$ cat config.mk
export PLATFORM = sky130hd
export DESIGN_NAME = lsu_access_ctrl_flat
export DESIGN_NICKNAME = d
export VERILOG_FILES = /design/src/rtl/lsu_pkg.sv /design/src/rtl/lsu_access_ctrl_if.sv /design/src/rtl/lsu_lane_align.sv /design/src/rtl/lsu_access_ctrl.sv /design/src/flat_wrapper.sv
export SDC_FILE = /design/constraint.sdc
export NUM_CORES = 1
export LEC_CHECK = 0
export ABC_CLOCK_PERIOD_IN_PS = 2580
export BUFFER_PORTS_ARGS = -buffer_cell sky130_fd_sc_hd__buf_2
export CAP_MARGIN = 10
export CORE_ASPECT_RATIO = 0.5
export CORE_MARGIN = 2
export CORE_UTILIZATION = 46
export CTS_BUF_LIST = sky130_fd_sc_hd__clkbuf_4
export CTS_CLUSTER_DIAMETER = 30
export DETAILED_ROUTE_END_ITERATION = 8
export GPL_TIMING_DRIVEN = 1
export PLACE_DENSITY = 0.71
export SYNTH_ARGS = -nofsm -noshare
export SYNTH_HDL_FRONTEND = slang
export SYNTH_SLANG_ARGS = --single-unit
$ cat constraint.sdc
create_clock -name clk -period 2.58 [get_ports clk]
set_clock_uncertainty 0.2 [all_clocks]
set_input_delay 0.129 -clock clk [delete_from_list [all_inputs] [get_ports clk]]
set_output_delay 0.129 -clock clk [all_outputs]
set_load 0.05 [all_outputs]
$ cat src/rtl/lsu_pkg.sv
// rtl/lsu_pkg.sv - shared funct3 constants, FSM state type and size decode
package lsu_pkg;

  localparam logic [2:0] F3_LB  = 3'd0;
  localparam logic [2:0] F3_LH  = 3'd1;
  localparam logic [2:0] F3_LW  = 3'd2;
  localparam logic [2:0] F3_LBU = 3'd4;
  localparam logic [2:0] F3_LHU = 3'd5;
  localparam logic [2:0] F3_SB  = 3'd0;
  localparam logic [2:0] F3_SH  = 3'd1;
  localparam logic [2:0] F3_SW  = 3'd2;

  typedef enum logic [2:0] {
    ST_IDLE,
    ST_ACC0,
    ST_ACC1,
    ST_CAPT,
    ST_RESP
  } lsu_state_e;

  // Byte mask of an access of the size encoded in funct3[1:0], before lane shift.
  function automatic logic [3:0] size_mask(input logic [1:0] sz);
    case (sz)
      2'd0:    return 4'b0001;
      2'd1:    return 4'b0011;
      default: return 4'b1111;
    endcase
  endfunction

  // Loads accept LB/LH/LW/LBU/LHU, stores only SB/SH/SW.
  function automatic logic funct3_legal(input logic we, input logic [2:0] f3);
    if (we) begin
      case (f3)
        F3_SB, F3_SH, F3_SW: return 1'b1;
        default:             return 1'b0;
      endcase
    end
    case (f3)
      F3_LB, F3_LH, F3_LW, F3_LBU, F3_LHU: return 1'b1;
      default:                             return 1'b0;
    endcase
  endfunction

endpackage

$ cat src/rtl/lsu_access_ctrl_if.sv
// rtl/lsu_access_ctrl_if.sv - core request/response bundle and RAM port bundle
interface lsu_core_if;
  logic        req_valid;
  logic        req_ready;
  logic        req_we;
  logic [2:0]  req_funct3;
  logic [31:0] req_addr;
  logic [31:0] req_wdata;
  logic        resp_valid;
  logic        resp_err;
  logic [31:0] resp_rdata;

  modport master (
    output req_valid, req_we, req_funct3, req_addr, req_wdata,
    input  req_ready, resp_valid, resp_err, resp_rdata
  );

  modport slave (
    input  req_valid, req_we, req_funct3, req_addr, req_wdata,
    output req_ready, resp_valid, resp_err, resp_rdata
  );
endinterface

interface lsu_mem_if #(parameter int ADDR_W = 10);
  logic [ADDR_W-1:0] mem_addr;
  logic [3:0]        mem_byteen;
  logic              mem_wren;
  logic [31:0]       mem_wdata;
  logic [31:0]       mem_rdata;

  modport master (
    output mem_addr, mem_byteen, mem_wren, mem_wdata,
    input  mem_rdata
  );

  modport slave (
    input  mem_addr, mem_byteen, mem_wren, mem_wdata,
    output mem_rdata
  );
endinterface

$ cat src/rtl/lsu_lane_align.sv
// rtl/lsu_lane_align.sv - byte-lane mask, store data shift and load merge/extend
module lsu_lane_align
  import lsu_pkg::*;
(
  input  logic [2:0]  funct3,
  input  logic [1:0]  off,
  input  logic [31:0] wdata,
  input  logic [31:0] rdata_lo,
  input  logic [31:0] rdata_hi,
  output logic [7:0]  lane_mask,
  output logic [63:0] wdata_sh,
  output logic [31:0] rdata_ext
);

  logic [5:0]  shamt;
  logic [31:0] raw;

  assign shamt     = {off, 3'b000};
  assign lane_mask = {4'b0000, size_mask(funct3[1:0])} << off;
  assign wdata_sh  = {32'b0, wdata} << shamt;
  assign raw       = 32'({rdata_hi, rdata_lo} >> shamt);

  // Extend the right-justified load value according to access type.
  always_comb begin
    rdata_ext = raw;
    case (funct3)
      F3_LB:   rdata_ext = {{24{raw[7]}}, raw[7:0]};
      F3_LH:   rdata_ext = {{16{raw[15]}}, raw[15:0]};
      F3_LBU:  rdata_ext = {24'b0, raw[7:0]};
      F3_LHU:  rdata_ext = {16'b0, raw[15:0]};
      default: rdata_ext = raw;
    endcase
  end

endmodule

$ cat src/rtl/lsu_access_ctrl.sv
// rtl/lsu_access_ctrl.sv - load/store sequencer for a 1-cycle-latency byte-enabled RAM
module lsu_access_ctrl
  import lsu_pkg::*;
#(
  parameter int ADDR_W = 10
) (
  input  logic       clk,
  input  logic       reset_n,
  lsu_core_if.slave  core,
  lsu_mem_if.master  mem
);

  lsu_state_e        state, state_nx;
  logic              r_we;
  logic [2:0]        r_f3;
  logic [1:0]        r_off;
  logic [ADDR_W-1:0] r_word0;
  logic [31:0]       r_wdata;
  logic [31:0]       cap_lo;

  logic              accept;
  logic              legal;
  logic              split;
  logic [7:0]        lane_mask;
  logic [63:0]       wdata_sh;
  logic [31:0]       rd_lo, rd_hi, rd_ext;

  assign core.req_ready = (state == ST_IDLE);
  assign accept         = core.req_valid && core.req_ready;
  assign legal          = funct3_legal(core.req_we, core.req_funct3);
  assign split          = |lane_mask[7:4];

  // In CAPT the live RAM data is word0 for an aligned access and word1 for a split one.
  assign rd_lo = split ? cap_lo : mem.mem_rdata;
  assign rd_hi = split ? mem.mem_rdata : 32'b0;

  lsu_lane_align u_align (
    .funct3    (r_f3),
    .off       (r_off),
    .wdata     (r_wdata),
    .rdata_lo  (rd_lo),
    .rdata_hi  (rd_hi),
    .lane_mask (lane_mask),
    .wdata_sh  (wdata_sh),
    .rdata_ext (rd_ext)
  );

  // State register.
  always_ff @(posedge clk or negedge reset_n) begin
    if (!reset_n) state <= ST_IDLE;
    else          state <= state_nx;
  end

  // Next state and RAM drive; RAM outputs are decoded from state so reset silences them at once.
  always_comb begin
    state_nx       = state;
    mem.mem_addr   = '0;
    mem.mem_byteen = 4'b0000;
    mem.mem_wren   = 1'b0;
    mem.mem_wdata  = 32'b0;
    case (state)
      ST_IDLE: begin
        if (accept) state_nx = legal ? ST_ACC0 : ST_RESP;
      end
      ST_ACC0: begin
        mem.mem_addr   = r_word0;
        mem.mem_byteen = lane_mask[3:0];
        mem.mem_wren   = r_we;
        mem.mem_wdata  = wdata_sh[31:0];
        if (split)     state_nx = ST_ACC1;
        else if (r_we) state_nx = ST_RESP;
        else           state_nx = ST_CAPT;
      end
      ST_ACC1: begin
        mem.mem_addr   = r_word0 + 1'b1;
        mem.mem_byteen = lane_mask[7:4];
        mem.mem_wren   = r_we;
        mem.mem_wdata  = wdata_sh[63:32];
        state_nx       = r_we ? ST_RESP : ST_CAPT;
      end
      ST_CAPT: state_nx = ST_RESP;
      ST_RESP: state_nx = ST_IDLE;
      default: state_nx = ST_IDLE;
    endcase
  end

  // Request fields are held for the whole access; address bits above the RAM are dropped.
  always_ff @(posedge clk or negedge reset_n) begin
    if (!reset_n) begin
      r_we    <= 1'b0;
      r_f3    <= 3'd0;
      r_off   <= 2'd0;
      r_word0 <= '0;
      r_wdata <= 32'b0;
    end else if (accept) begin
      r_we    <= core.req_we;
      r_f3    <= core.req_funct3;
      r_off   <= core.req_addr[1:0];
      r_word0 <= core.req_addr[ADDR_W+1:2];
      r_wdata <= core.req_wdata;
    end
  end

  // Word0 of a split load arrives during ACC1 and must be held until word1 arrives in CAPT.
  always_ff @(posedge clk or negedge reset_n) begin
    if (!reset_n)              cap_lo <= 32'b0;
    else if (state == ST_ACC1) cap_lo <= mem.mem_rdata;
  end

  // Response registers: set on entry to RESP, cleared on leaving it.
  always_ff @(posedge clk or negedge reset_n) begin
    if (!reset_n) begin
      core.resp_valid <= 1'b0;
      core.resp_err   <= 1'b0;
      core.resp_rdata <= 32'b0;
    end else begin
      core.resp_valid <= (state_nx == ST_RESP);
      core.resp_err   <= accept && !legal;
      core.resp_rdata <= (state == ST_CAPT) ? rd_ext : 32'b0;
    end
  end

endmodule
$ cat src/flat_wrapper.sv
// flat-port wrapper written by rule: the top's interface ports become plain ports
module lsu_access_ctrl_flat import lsu_pkg::*;
#(
  parameter int ADDR_W = 10
)
  (clk, reset_n, core_req_valid, core_req_we, core_req_funct3, core_req_addr, core_req_wdata, core_req_ready, core_resp_valid, core_resp_err, core_resp_rdata, mem_mem_addr, mem_mem_byteen, mem_mem_wren, mem_mem_wdata, mem_mem_rdata);
  lsu_core_if core_i ();
  lsu_mem_if #(.ADDR_W(ADDR_W)) mem_i ();
  input  logic clk;
  input  logic reset_n;
  input wire logic [$bits(core_i.req_valid)-1:0] core_req_valid;
  input wire logic [$bits(core_i.req_we)-1:0] core_req_we;
  input wire logic [$bits(core_i.req_funct3)-1:0] core_req_funct3;
  input wire logic [$bits(core_i.req_addr)-1:0] core_req_addr;
  input wire logic [$bits(core_i.req_wdata)-1:0] core_req_wdata;
  output wire logic [$bits(core_i.req_ready)-1:0] core_req_ready;
  output wire logic [$bits(core_i.resp_valid)-1:0] core_resp_valid;
  output wire logic [$bits(core_i.resp_err)-1:0] core_resp_err;
  output wire logic [$bits(core_i.resp_rdata)-1:0] core_resp_rdata;
  output wire logic [$bits(mem_i.mem_addr)-1:0] mem_mem_addr;
  output wire logic [$bits(mem_i.mem_byteen)-1:0] mem_mem_byteen;
  output wire logic [$bits(mem_i.mem_wren)-1:0] mem_mem_wren;
  output wire logic [$bits(mem_i.mem_wdata)-1:0] mem_mem_wdata;
  input wire logic [$bits(mem_i.mem_rdata)-1:0] mem_mem_rdata;
  assign core_i.req_valid = core_req_valid;
  assign core_i.req_we = core_req_we;
  assign core_i.req_funct3 = core_req_funct3;
  assign core_i.req_addr = core_req_addr;
  assign core_i.req_wdata = core_req_wdata;
  assign core_req_ready = core_i.req_ready;
  assign core_resp_valid = core_i.resp_valid;
  assign core_resp_err = core_i.resp_err;
  assign core_resp_rdata = core_i.resp_rdata;
  assign mem_mem_addr = mem_i.mem_addr;
  assign mem_mem_byteen = mem_i.mem_byteen;
  assign mem_mem_wren = mem_i.mem_wren;
  assign mem_mem_wdata = mem_i.mem_wdata;
  assign mem_i.mem_rdata = mem_mem_rdata;
  lsu_access_ctrl #(.ADDR_W(ADDR_W)) u_core (.clk(clk), .reset_n(reset_n), .core(core_i), .mem(mem_i));
endmodule
; After elaboration in Yosys (flattened, before gate mapping)
; Index checks and enable logic that the tools add are counted.
[word_totals]
out_inout_bits = 82
reg_bits = 117
in_bits = 103
[op_classes]
mux = 19
add_sub_neg = 1
shifts = 3
n_reduce_logical = 11
n_eq_ne = 12
[ops]
columns = op, n
row1 = case mux 32 bit (4 select lines), 1
row2 = 2-to-1 mux 32 bit, 3
row3 = case mux 32 bit (2 select lines), 1
row4 = left shift 32 x 5 -> 64 bit, 1
row5 = right shift 64 x 5 -> 32 bit, 1
row6 = case mux 10 bit (2 select lines), 1
row7 = case mux 4 bit (2 select lines), 2
row8 = "== test 3 bit, second input constant", 5
row9 = 2-to-1 mux 3 bit, 4
row10 = case mux 3 bit (4 select lines), 1
row11 = "adder 10 x 1 -> 10 bit, second input constant", 1
row12 = "== test 3 x 1 -> 1 bit, second input constant", 3
row13 = "== test 3 x 2 -> 1 bit, second input constant", 3
row14 = logical NOT 3 bit, 3
row15 = left shift 4 x 2 -> 8 bit, 1
row16 = 2-to-1 mux 1 bit, 6
row17 = OR reduction 5 bit, 1
row18 = OR reduction 4 bit, 1
row19 = OR reduction 3 bit, 1
row20 = "== test 2 x 1 -> 1 bit, second input constant", 1
row21 = logical AND 1 bit, 2
row22 = logical NOT 2 bit, 1
row23 = OR reduction 2 bit, 1
row24 = logical NOT 1 bit, 1

; Depth between registers and ports, before layout
; Gate-level depths: netlist (run 1).
[logic_depth]
ltp_word = 9
depth_mapped = 7
ltp_nobuf = 5

; Modules after synthesis
; Synthesis (run 1) repeated with hierarchy kept, for this count alone.
[unflattened]
cells_unflattened = 735
hier_area_um2 = 7517.2
[modules_own_cells]
columns = mod, n_inst, area_per_inst_um2, seq_area_each_um2, cells_per_inst
row1 = lsu_access_ctrl, 1, 5464.0, 2927.8, 493
row2 = lsu_lane_align, 1, 2053.2, 0.0, 242

; Worst setup path after synthesis (run 1)
; Ideal clock, no wire load.
[synth_timing]
path_kind = register to output
startpoint = register u_core.state[0]
endpoint = output mem_mem_byteen[1]
slack_ns = -0.166
t_arrival_ns = 2.417
stages_incl_launch_ff = 6
n_path_buf = 3
path_cell_list = dfrtp_1 > buf_2 > or3b_1 > buf_2 > clkbuf_1 > o32ai_1
[synth_via]
elab_chain_cells = 2
[synth_lines]
columns = element, line_no
row1 = "start, declared", lsu_access_ctrl.sv:13  ; lsu_state_e state, state_nx;
row2 = "start signal, assigned", lsu_access_ctrl.sv:51  ; else state <= state_nx;
row3 = == test 3 x 2 -> 1 bit / == test 3 x 1 -> 1 bit (equally long branches), lsu_access_ctrl.sv:61  ; case (state)
row4 = case mux 4 bit (2 select lines) (*), lsu_access_ctrl.sv:61
row5 = "end, declared", flat_wrapper.sv:21  ; output wire logic [$bits(mem_i.mem_byteen)-1:0] mem_mem_byteen;
; Mark *: on every way between the ends. The rest lies on a longest branch, timed or not.

; Worst setup path after layout (run 1)
[layout_timing]
startpoint = register u_core.r_off[0]
endpoint = output mem_mem_wdata[19]
[layout_via]
elab_chain_cells = 2
[layout_lines]
columns = element, line_no
row1 = "start, declared", lsu_access_ctrl.sv:16  ; logic [1:0] r_off;
row2 = "start signal, assigned", lsu_access_ctrl.sv:98  ; r_off <= core.req_addr[1:0];
row3 = left shift 32 x 5 -> 64 bit, lsu_lane_align.sv:20  ; assign wdata_sh = {32'b0, wdata} << shamt;
row4 = case mux 32 bit (2 select lines), lsu_access_ctrl.sv:61
row5 = "end, declared", flat_wrapper.sv:23  ; output wire logic [$bits(mem_i.mem_wdata)-1:0] mem_mem_wdata;
; No other way between the ends.

==> results of run 1 <==
how the worst max path moves through the flow:
stage | start | to | slack, ns | cells after the start
after global routing | u_core.r_off[0]$_DFFE_PN0P_ | mem_mem_wdata[16] | -0.04 | 6
after detailed placement | u_core.r_f3[1]$_DFFE_PN0P_ | u_core.core.resp_rdata[19]$_DFF_PN0_ | 0.25 | 4
after global placement | u_core.r_f3[1]$_DFFE_PN0P_ | u_core.core.resp_rdata[19]$_DFF_PN0_ | 0.29 | 4
after CTS | u_core.state[0]$_DFF_PN0_ | mem_mem_addr[8] | -0.009 | 6
final | u_core.r_off[0]$_DFFE_PN0P_ | mem_mem_wdata[19] | 0.1 | 6
after floorplan | u_core.state[2]$_DFF_PN0_ | mem_mem_wdata[16] | -0.12 | 5
critical path, cell delays in order, from the launching register on:
cell     delay (ns)
dfrtp_4        0.56
buf_4          0.22
nor2b_2        0.19
buf_4          0.18
a21oi_1        0.08
o21ai_0        0.22
buf_4          0.25
flip-flops by register name, summed over array words and instances (netlist names):
signal / flops
u_core.core.resp_rdata: 32
u_core.r_wdata: 32
u_core.cap_lo: 24
u_core.r_word0: 10
u_core.r_f3: 3
u_core.state: 3
u_core.r_off: 2
u_core.core.resp_err: 1
u_core.core.resp_valid: 1
u_core.r_we: 1
cells by family (layout without fill, tap and decap cells):
| logic type | count (synthesis) | after routing | share of synthesized area |
|---|---|---|---|
| mux | 115 | 115 | 0.217 |
| fa+ha+maj | 1 | 1 | 0.00193 |
| flops | 109 | 109 | 0.422 |
| xor+xnor | 1 | 1 | 0.00135 |
| buf+inv | 62 | 306 | 0.0501 |
| compound gates | 158 | 158 | 0.160 |
| simple gates | 217 | 217 | 0.147 |
per-stage QoR:
stage / area (um2) / std cells
5_1_grt: 8620 / 1099
2_1_floorplan: 6480 / 663
4_1_cts: 8540 / 1097
6_report: 8620 / 1099
3_5_place_dp: 7570 / 1000
3_3_place_gp: 7570 / 1000
where the power goes:
part	switching (mW)	internal, mW	total [mW]	leakage (nW)
clock network	0.597	0.217	0.814	0.0670
registers	0.627	2.36	2.99	1.36
logic	3.88	2.53	6.41	2.67
cells in the mapped netlist (3+ instances only):
library cell / instances / area share
inv_1: 7 / 0.0041
clkbuf_1: 19 / 0.011
a22o_1: 10 / 0.014
nand3_1: 6 / 0.0046
mux2i_1: 47 / 0.073
o21ai_0: 40 / 0.031
o22ai_1: 18 / 0.017
nor2_1: 44 / 0.026
mux4_2: 15 / 0.052
buf_6: 4 / 0.0070
a21oi_2: 11 / 0.015
buf_4: 9 / 0.010
nand2_1: 126 / 0.073
and3_1: 9 / 0.0087
mux2_2: 53 / 0.092
a21oi_1: 36 / 0.028
buf_2: 22 / 0.017
o2bb2ai_1: 7 / 0.0095
a211oi_1: 15 / 0.017
nor3_1: 7 / 0.0054
dfrtp_1: 109 / 0.42
nor2b_1: 5 / 0.0048
a22oi_1: 3 / 0.0035
area by class of cell:
cell class / instances / area [um2] / area share
Clock buffer: 10 / 75.1 / 0.00871
Sequential cell: 109 / 2740 / 0.318
Multi-Input combinational cell: 492 / 3450 / 0.401
Tap cell: 192 / 240 / 0.0279
Inverter: 7 / 30.0 / 0.00349
Timing Repair Buffer: 283 / 2040 / 0.236
Clock inverter: 6 / 47.5 / 0.00552
routing by layer:
layer  vias to the layer above  track usage  share of wire  wire, um
li1                       2853            -              -         -
met4                         0       0.0624          0.014       261
met3                        32       0.0443          0.058      1110
met5                         -            0              0         0
met1                      2996        0.335           0.44      8420
met2                       234        0.447           0.49      9330
what timing repair did:
action,CTS,global route
setup endpoints to repair,20,28
pin swaps,0,1
resized for setup,14,25
endpoints found under the hold margin,159,0
hold buffers,81,0
setup buffers,0,2
==> impl_metrics.env, run 1 <==
export IMPL_dieArea_um2=15100
export IMPL_num_rows=30
export IMPL_drt_total_wl_um=19100
export IMPL_path_clk_slew_ns=0.17
export IMPL_finalCriticalPeriod_ns=2.48
export IMPL_grt_pass1_vias=6075
export IMPL_dr_total_vias=6115
export IMPL_post_drt_wl_per_cell_um=17.4
export IMPL_cts_root_buf="clkbuf_4"
export IMPL_ys_flop_type="dfrtp_1"
export IMPL_drc=0
export IMPL_hold_ws_ns=0.0211
export IMPL_final_common_cell="buf_2"
export IMPL_first_iter_violations=420
export IMPL_maxCapViolCount=0
export IMPL_path_max_fanout=11
export IMPL_antenna_found_initial=0
export IMPL_pre_cts_slack_ns=0.254
export IMPL_die_x_um=172
export IMPL_max_vdd_ir_drop_mv=0.628
export IMPL_cts_made_buffers=9
export IMPL_synth_edf_count=0
export IMPL_viasPerCell=5.56
export IMPL_yosysWarnings=0
export IMPL_r2r_slack_ns=0.16
export IMPL_timing_fmax_mhz=403
export IMPL_io_pins=185
export IMPL_fin_ws_ns=0.0987
export IMPL_grt_max_degree=59
export IMPL_setup_tns_final_ns=0
export IMPL_rsz0062_at_grt="yes"
export IMPL_dieHeight_um=87.8
export IMPL_p_per_area_nw_per_um2=1190
export IMPL_clock_latency_ns=0.46
export IMPL_end_kind="output pin"
export IMPL_place_congestion=0.840
export IMPL_fillCellCount=1128
export IMPL_reg2reg_from="u_core.r_off[0]$_DFFE_PN0P_"
export IMPL_worst_pin_slew_ns=1.05
export IMPL_groute_usage_overall=0.255
export IMPL_yosysSeqAreaShare=0.422
export IMPL_cts_tree="yes"
export IMPL_p_leak_nw=4.10
export IMPL_syn_area_um2=6470
export IMPL_synth_cell_type_count=56
export IMPL_portBuffers=164
export IMPL_slew_headroom=0.297
export IMPL_async_flop_share=1.00
export IMPL_cts_sinks=109
export IMPL_worstRegToRegCells=5
export IMPL_postLayoutCoreUtil=0.632
export IMPL_postRouteAntennaNets=0
export IMPL_startpoint_type="flip-flop"
export IMPL_slew_viol_final=0
export IMPL_coreArea_um2=13600
export IMPL_setup_violations=0
export IMPL_dr_pass1_iters=5
export IMPL_arrival_ns=2.15
export IMPL_reg2reg_to="u_core.core.resp_rdata[19]$_DFF_PN0_"
export IMPL_power_total_mw=10.2
export IMPL_areaGrowthSynthToFinish_pct=33.2
export IMPL_overflow=0
export IMPL_final_hold_viol_count=0
export IMPL_min_from="mem_mem_rdata[7]"
export IMPL_layout_nets=1006
export IMPL_holdPathStages=4
export IMPL_dp_hpwl_um=12900
export IMPL_hold_path_class="in2reg"
export IMPL_final_cell_mix="buf_2, nand2_1, dfrtp_1"
export IMPL_avgSynthCellArea_um2=9.75
export IMPL_outcome="complete, no violations"
export IMPL_drive_gt1_frac=0.352
export IMPL_hold_end="u_core.core.resp_rdata[31]$_DFF_PN0_"
export IMPL_ys_ff_latch=109
export IMPL_htree_levels=3
export IMPL_initial_core_util=0.475
export IMPL_fin_crit_sh=0.962
export IMPL_synthCells=663
export IMPL_worstPathRequired_ns=2.25
export IMPL_n_antenna_cell=0
export IMPL_syn_num_nets=767
export IMPL_cts_buffer_depth=2
export IMPL_grt_pass1_wl_um=30000
export IMPL_path_class="reg2out"
No activity file was read; power rests on OpenSTA's default activity.
==> inputs of run 2 (changes only) <==
Settings changed: CTS_BUF_LIST sky130_fd_sc_hd__clkbuf_4 to sky130_fd_sc_hd__clkbuf_4 sky130_fd_sc_hd__clkbuf_8 sky130_fd_sc_hd__clkbuf_16, REMOVE_ABC_BUFFERS from default to 1.
==> impl_metrics.env, run 2 (synthesis results as in run 1) <==
export IMPL_grt_pass1_wl_um=30700
export IMPL_grt_pass1_vias=6195
export IMPL_postRouteAntennaNets=0
export IMPL_place_congestion=0.841
export IMPL_setup_violations=0
export IMPL_portBuffers=164
export IMPL_dr_pass1_iters=5
export IMPL_max_vdd_ir_drop_mv=0.648
export IMPL_clock_latency_ns=0.35
export IMPL_layout_nets=998
export IMPL_cts_tree="yes"
export IMPL_htree_levels=3
export IMPL_worstPathRequired_ns=2.25
export IMPL_slew_viol_final=0
export IMPL_drc=0
export IMPL_io_pins=185
export IMPL_cts_sinks=109
export IMPL_power_total_mw=10.7
export IMPL_path_max_fanout=11
export IMPL_slew_headroom=0.551
export IMPL_p_leak_nw=4.14
export IMPL_viasPerCell=5.65
export IMPL_cts_made_buffers=9
export IMPL_final_hold_viol_count=0
export IMPL_areaGrowthSynthToFinish_pct=33.7
export IMPL_arrival_ns=2.19
export IMPL_final_cell_mix="buf_2, nand2_1, dfrtp_1"
export IMPL_cts_root_buf="clkbuf_16"
export IMPL_post_drt_wl_per_cell_um=17.7
export IMPL_hold_path_class="in2reg"
export IMPL_p_per_area_nw_per_um2=1240
export IMPL_drive_gt1_frac=0.354
export IMPL_finalCriticalPeriod_ns=2.52
export IMPL_largestRegisters="u_core.core.resp_rdata x32, u_core.r_wdata x32, u_core.cap_lo x24"
export IMPL_n_antenna_cell=0
export IMPL_dieArea_um2=15100
export IMPL_final_seq_area_um2=2740
export IMPL_fin_ws_ns=0.0639
export IMPL_outcome="complete, no violations"
export IMPL_startpoint_type="flip-flop"
export IMPL_dieHeight_um=87.8
export IMPL_initial_core_util=0.475
export IMPL_cts_buffer_depth=2
export IMPL_maxCapViolCount=0
export IMPL_dp_hpwl_um=12900
export IMPL_coreArea_um2=13600
export IMPL_overflow=0
export IMPL_path_class="reg2out"
export IMPL_layout_cells_non_filler=1091
export IMPL_pre_cts_slack_ns=0.200
export IMPL_multi_input_area_um2=3450
export IMPL_setup_tns_final_ns=0
export IMPL_path_clk_slew_ns=0.08
export IMPL_antenna_found_initial=0
export IMPL_fin_crit_sh=0.975
export IMPL_num_rows=30
export IMPL_worst_pin_slew_ns=0.673
export IMPL_grt_max_degree=51
export IMPL_timing_fmax_mhz=397
export IMPL_fillCellCount=1111
export IMPL_dp_cells=1001
export IMPL_end_kind="output pin"
export IMPL_postLayoutCoreUtil=0.635
export IMPL_rsz0062_at_grt="no"
export IMPL_drt_total_wl_um=19400
export IMPL_first_iter_violations=526
export IMPL_groute_usage_overall=0.262
export IMPL_dr_total_vias=6160
export IMPL_final_common_cell="buf_2"
export IMPL_die_x_um=172
-- run 2: critical path, stage by stage, from the launching register on --
cell and delay (ns):
dfrtp_2 0.49, or3b_4 0.51, nor3_2 0.14, buf_4 0.21, nand2_1 0.06, o21ai_0 0.10, buf_2 0.31
-- run 2: cell type report --
cell class | count | area share
clock buffer | 9 | 0.0260
inverter | 7 | 0.00347
sequential | 109 | 0.317
tap | 192 | 0.0278
clock inverter | 7 | 0.00912
timing repair buffer | 275 | 0.217
multi-input combinational | 492 | 0.399
-- run 2: stage by stage --
stage          hold slack (ns)  cell area, um2
2_1_floorplan           -0.367            6170
3_3_place_gp           0.00186            7550
3_5_place_dp           0.00634            7550
4_1_cts                 0.0643            8600
5_1_grt                 0.0987            8650
6_report                0.0809            8650
-- run 2: power by group --
part | internal (mW) | switching, mW | total, mW
clock network | 0.690 | 0.713 | 1.40
logic | 2.42 | 3.85 | 6.27
registers | 2.37 | 0.691 | 3.06
total | 5.48 | 5.25 | 10.7
-- run 2: repair_timing --
action	in CTS	in global routing
gates resized for setup	3	14
hold endpoints to repair	129	0
setup buffers	1	0
endpoints found under the setup margin	31	29
hold buffers	73	0
-- run 2: routing by layer --
layer / up-vias / global-route usage / routed length (um) / share of wire
li1: 2847 / - / - / -
met1: 3001 / 0.331 / 8130 / 0.42
met2: 268 / 0.459 / 9730 / 0.50
met3: 44 / 0.0447 / 1130 / 0.058
met4: 0 / 0.0963 / 374 / 0.019
met5: - / 0 / 0 / 0
-- run 2: path summary, 6_finish.rpt --
check | startpoint | endpoint | slack [ns] | depth (start not counted)
max | u_core.state[0]$_DFF_PN0_ | mem_mem_wdata[22] | 0.06 | 6
min | mem_mem_rdata[3] | u_core.core.resp_rdata[11]$_DFF_PN0_ | 0.08 | 4
max reg2reg | u_core.r_off[1]$_DFFE_PN0P_ | u_core.core.resp_rdata[16]$_DFF_PN0_ | 0.32 | 5
min reg2reg | u_core.cap_lo[14]$_DFFE_PN0P_ | u_core.cap_lo[14]$_DFFE_PN0P_ | 0.29 | 2
max in group asynchronous | reset_n | u_core.r_wdata[7]$_DFFE_PN0P_ | 1.29 | 3
min in group asynchronous | reset_n | u_core.state[0]$_DFF_PN0_ | 0.17 | 2
==> inputs of run 3 (changes only) <==
Settings changed: ABC_CLOCK_PERIOD_IN_PS 2580 to 2800.
Clock period 2.58 ns to 2.8 ns, I/O delays scaled along.
==> impl_metrics.env, run 3 (synthesis results as in run 1) <==
export IMPL_grt_max_degree=52
export IMPL_path_clk_slew_ns=0.08
export IMPL_io_pins=185
export IMPL_timing_critical_path_cells="nor3b_2, nand2_1, nor2_1, buf_4, o2bb2ai_1, buf_2"
export IMPL_cts_buffer_depth=2
export IMPL_final_common_cell="buf_2"
export IMPL_multi_input_area_um2=3430
export IMPL_n_antenna_cell=0
export IMPL_p_leak_nw=4.12
export IMPL_first_iter_violations=409
export IMPL_end_kind="output pin"
export IMPL_final_hold_viol_count=0
export IMPL_drive_gt1_frac=0.342
export IMPL_outcome="complete, no violations"
export IMPL_num_rows=30
export IMPL_post_drt_wl_per_cell_um=17.3
export IMPL_layout_nets=992
export IMPL_worstPathRequired_ns=2.46
export IMPL_dpl_cell_area_um2=7500
export IMPL_cp_slowest_cell="dfrtp_1"
export IMPL_grt_pass1_wl_um=29600
export IMPL_r2r_slack_ns=0.26
export IMPL_dieArea_um2=15100
export IMPL_groute_usage_overall=0.252
export IMPL_maxCapViolCount=0
export IMPL_initial_core_util=0.475
export IMPL_areaGrowthSynthToFinish_pct=32.5
export IMPL_viasPerCell=5.61
export IMPL_stdcell_area_um2=8570
export IMPL_postRouteAntennaNets=0
export IMPL_die_x_um=172
export IMPL_worstRegToRegCells=4
export IMPL_hold_path_class="in2reg"
export IMPL_largestRegisters="u_core.core.resp_rdata x32, u_core.r_wdata x32, u_core.cap_lo x24"
export IMPL_antenna_found_initial=0
export IMPL_p_per_area_nw_per_um2=1140
export IMPL_timing_fmax_mhz=385
export IMPL_cts_tree="yes"
export IMPL_power_total_mw=9.78
export IMPL_dr_pass1_iters=5
export IMPL_dr_total_vias=6085
export IMPL_slew_headroom=0.233
export IMPL_path_class="reg2out"
export IMPL_slowest_delay_ns=0.55
export IMPL_drt_total_wl_um=18800
export IMPL_slew_viol_final=0
export IMPL_finalCriticalPeriod_ns=2.60
export IMPL_rsz0062_at_grt="no"
export IMPL_overflow=0
export IMPL_drc=0
export IMPL_portBuffers=164
export IMPL_worst_pin_slew_ns=1.15
export IMPL_startpoint_type="flip-flop"
export IMPL_setup_violations=0
export IMPL_final_cell_mix="buf_2, nand2_1, dfrtp_1"
export IMPL_place_congestion=0.858
export IMPL_path_max_fanout=9
export IMPL_holdPathStages=4
export IMPL_clock_latency_ns=0.34
export IMPL_pre_cts_slack_ns=0.320
export IMPL_cts_sinks=109
export IMPL_grt_pass1_vias=5804
export IMPL_min_from="mem_mem_rdata[0]"
export IMPL_dieHeight_um=87.8
export IMPL_fin_crit_sh=0.928
export IMPL_fillCellCount=1114
export IMPL_arrival_ns=2.26
export IMPL_hold_end="u_core.core.resp_rdata[8]$_DFF_PN0_"
export IMPL_reg2reg_to="u_core.core.resp_rdata[31]$_DFF_PN0_"
export IMPL_dp_hpwl_um=12500
export IMPL_fin_ws_ns=0.200
export IMPL_coreArea_um2=13600
export IMPL_reg2reg_from="u_core.r_off[0]$_DFFE_PN0P_"
export IMPL_htree_levels=3
export IMPL_final_seq_area_um2=2730
export IMPL_cts_made_buffers=9
export IMPL_max_vdd_ir_drop_mv=0.555
export IMPL_cts_root_buf="clkbuf_16"
## run 3: cell count changes in the layout (fill, tap and decap cells not counted), sizes merged
cell      delta
clkinvlp     -3
clkbuf       -2
bufinv       +1
clkinv       +2
buf          -4
## run 3: area by class of cell
class                      instances  share of cell area
clock inverter                     7              0.0110
sequential                       109               0.319
clock buffer                       9              0.0263
inverter                           7             0.00307
multi-input combinational        492               0.400
tap                              192              0.0280
timing repair buffer             269               0.212
## run 3: timing repair
action,in CTS,in global routing
setup endpoints to repair,0,13
hold buffers,73,0
buffers inserted,0,2
gates resized for setup,0,1
endpoints found under the hold margin,163,0
## run 3: worst max-delay path, delay by kind of cell, from the launching register on
| family | cells | cell delay, ns |
|---|---|---|
| flops | 1 | 0.55 |
| buf+inv | 2 | 0.46 |
| simple gates | 3 | 0.76 |
| compound gates | 1 | 0.14 |
## run 3: metal layers
layer / up-vias / GRT usage / part of all wire
met2: 234 / 0.429 / 0.48
met5: - / 0 / 0
met4: 0 / 0.0786 / 0.020
met1: 2975 / 0.334 / 0.45
met3: 42 / 0.0429 / 0.055
li1: 2834 / - / -
## run 3: how the worst max path moves through the flow
stage / slack [ns] / depth (start not counted) / endpoint / from
after floorplan: -4.15 / 4 / u_core.core.resp_valid$_DFF_PN0_ / u_core.state[0]$_DFF_PN0_
after global placement: 0.41 / 4 / u_core.core.resp_rdata[20]$_DFF_PN0_ / u_core.r_off[0]$_DFFE_PN0P_
after detailed placement: 0.32 / 4 / u_core.core.resp_rdata[31]$_DFF_PN0_ / u_core.r_off[0]$_DFFE_PN0P_
after CTS: 0.02 / 6 / mem_mem_byteen[2] / u_core.state[1]$_DFF_PN0_
after global routing: 0.09 / 6 / mem_mem_wdata[5] / u_core.state[0]$_DFF_PN0_
final: 0.20 / 6 / mem_mem_wdata[5] / u_core.state[0]$_DFF_PN0_
## run 3: power breakdown
part	switching, mW	internal [mW]
Clock	0.628	0.717
Sequential	0.644	2.18
Combinational	3.46	2.15
Total	4.73	5.05
## run 3: metrics by stage
step / instances / utilization / setup TNS (ns) / hold slack [ns]
global route: 1085 / 0.629 / 0 / 0.124
detailed placement: 994 / 0.551 / 0 / -0.0756
floorplan: 608 / - / -260.06 / -0.356
CTS: 1083 / 0.628 / 0 / 0.0693
global placement: 994 / 0.551 / 0 / -0.0894
finish: 1085 / 0.629 / 0 / 0.0791
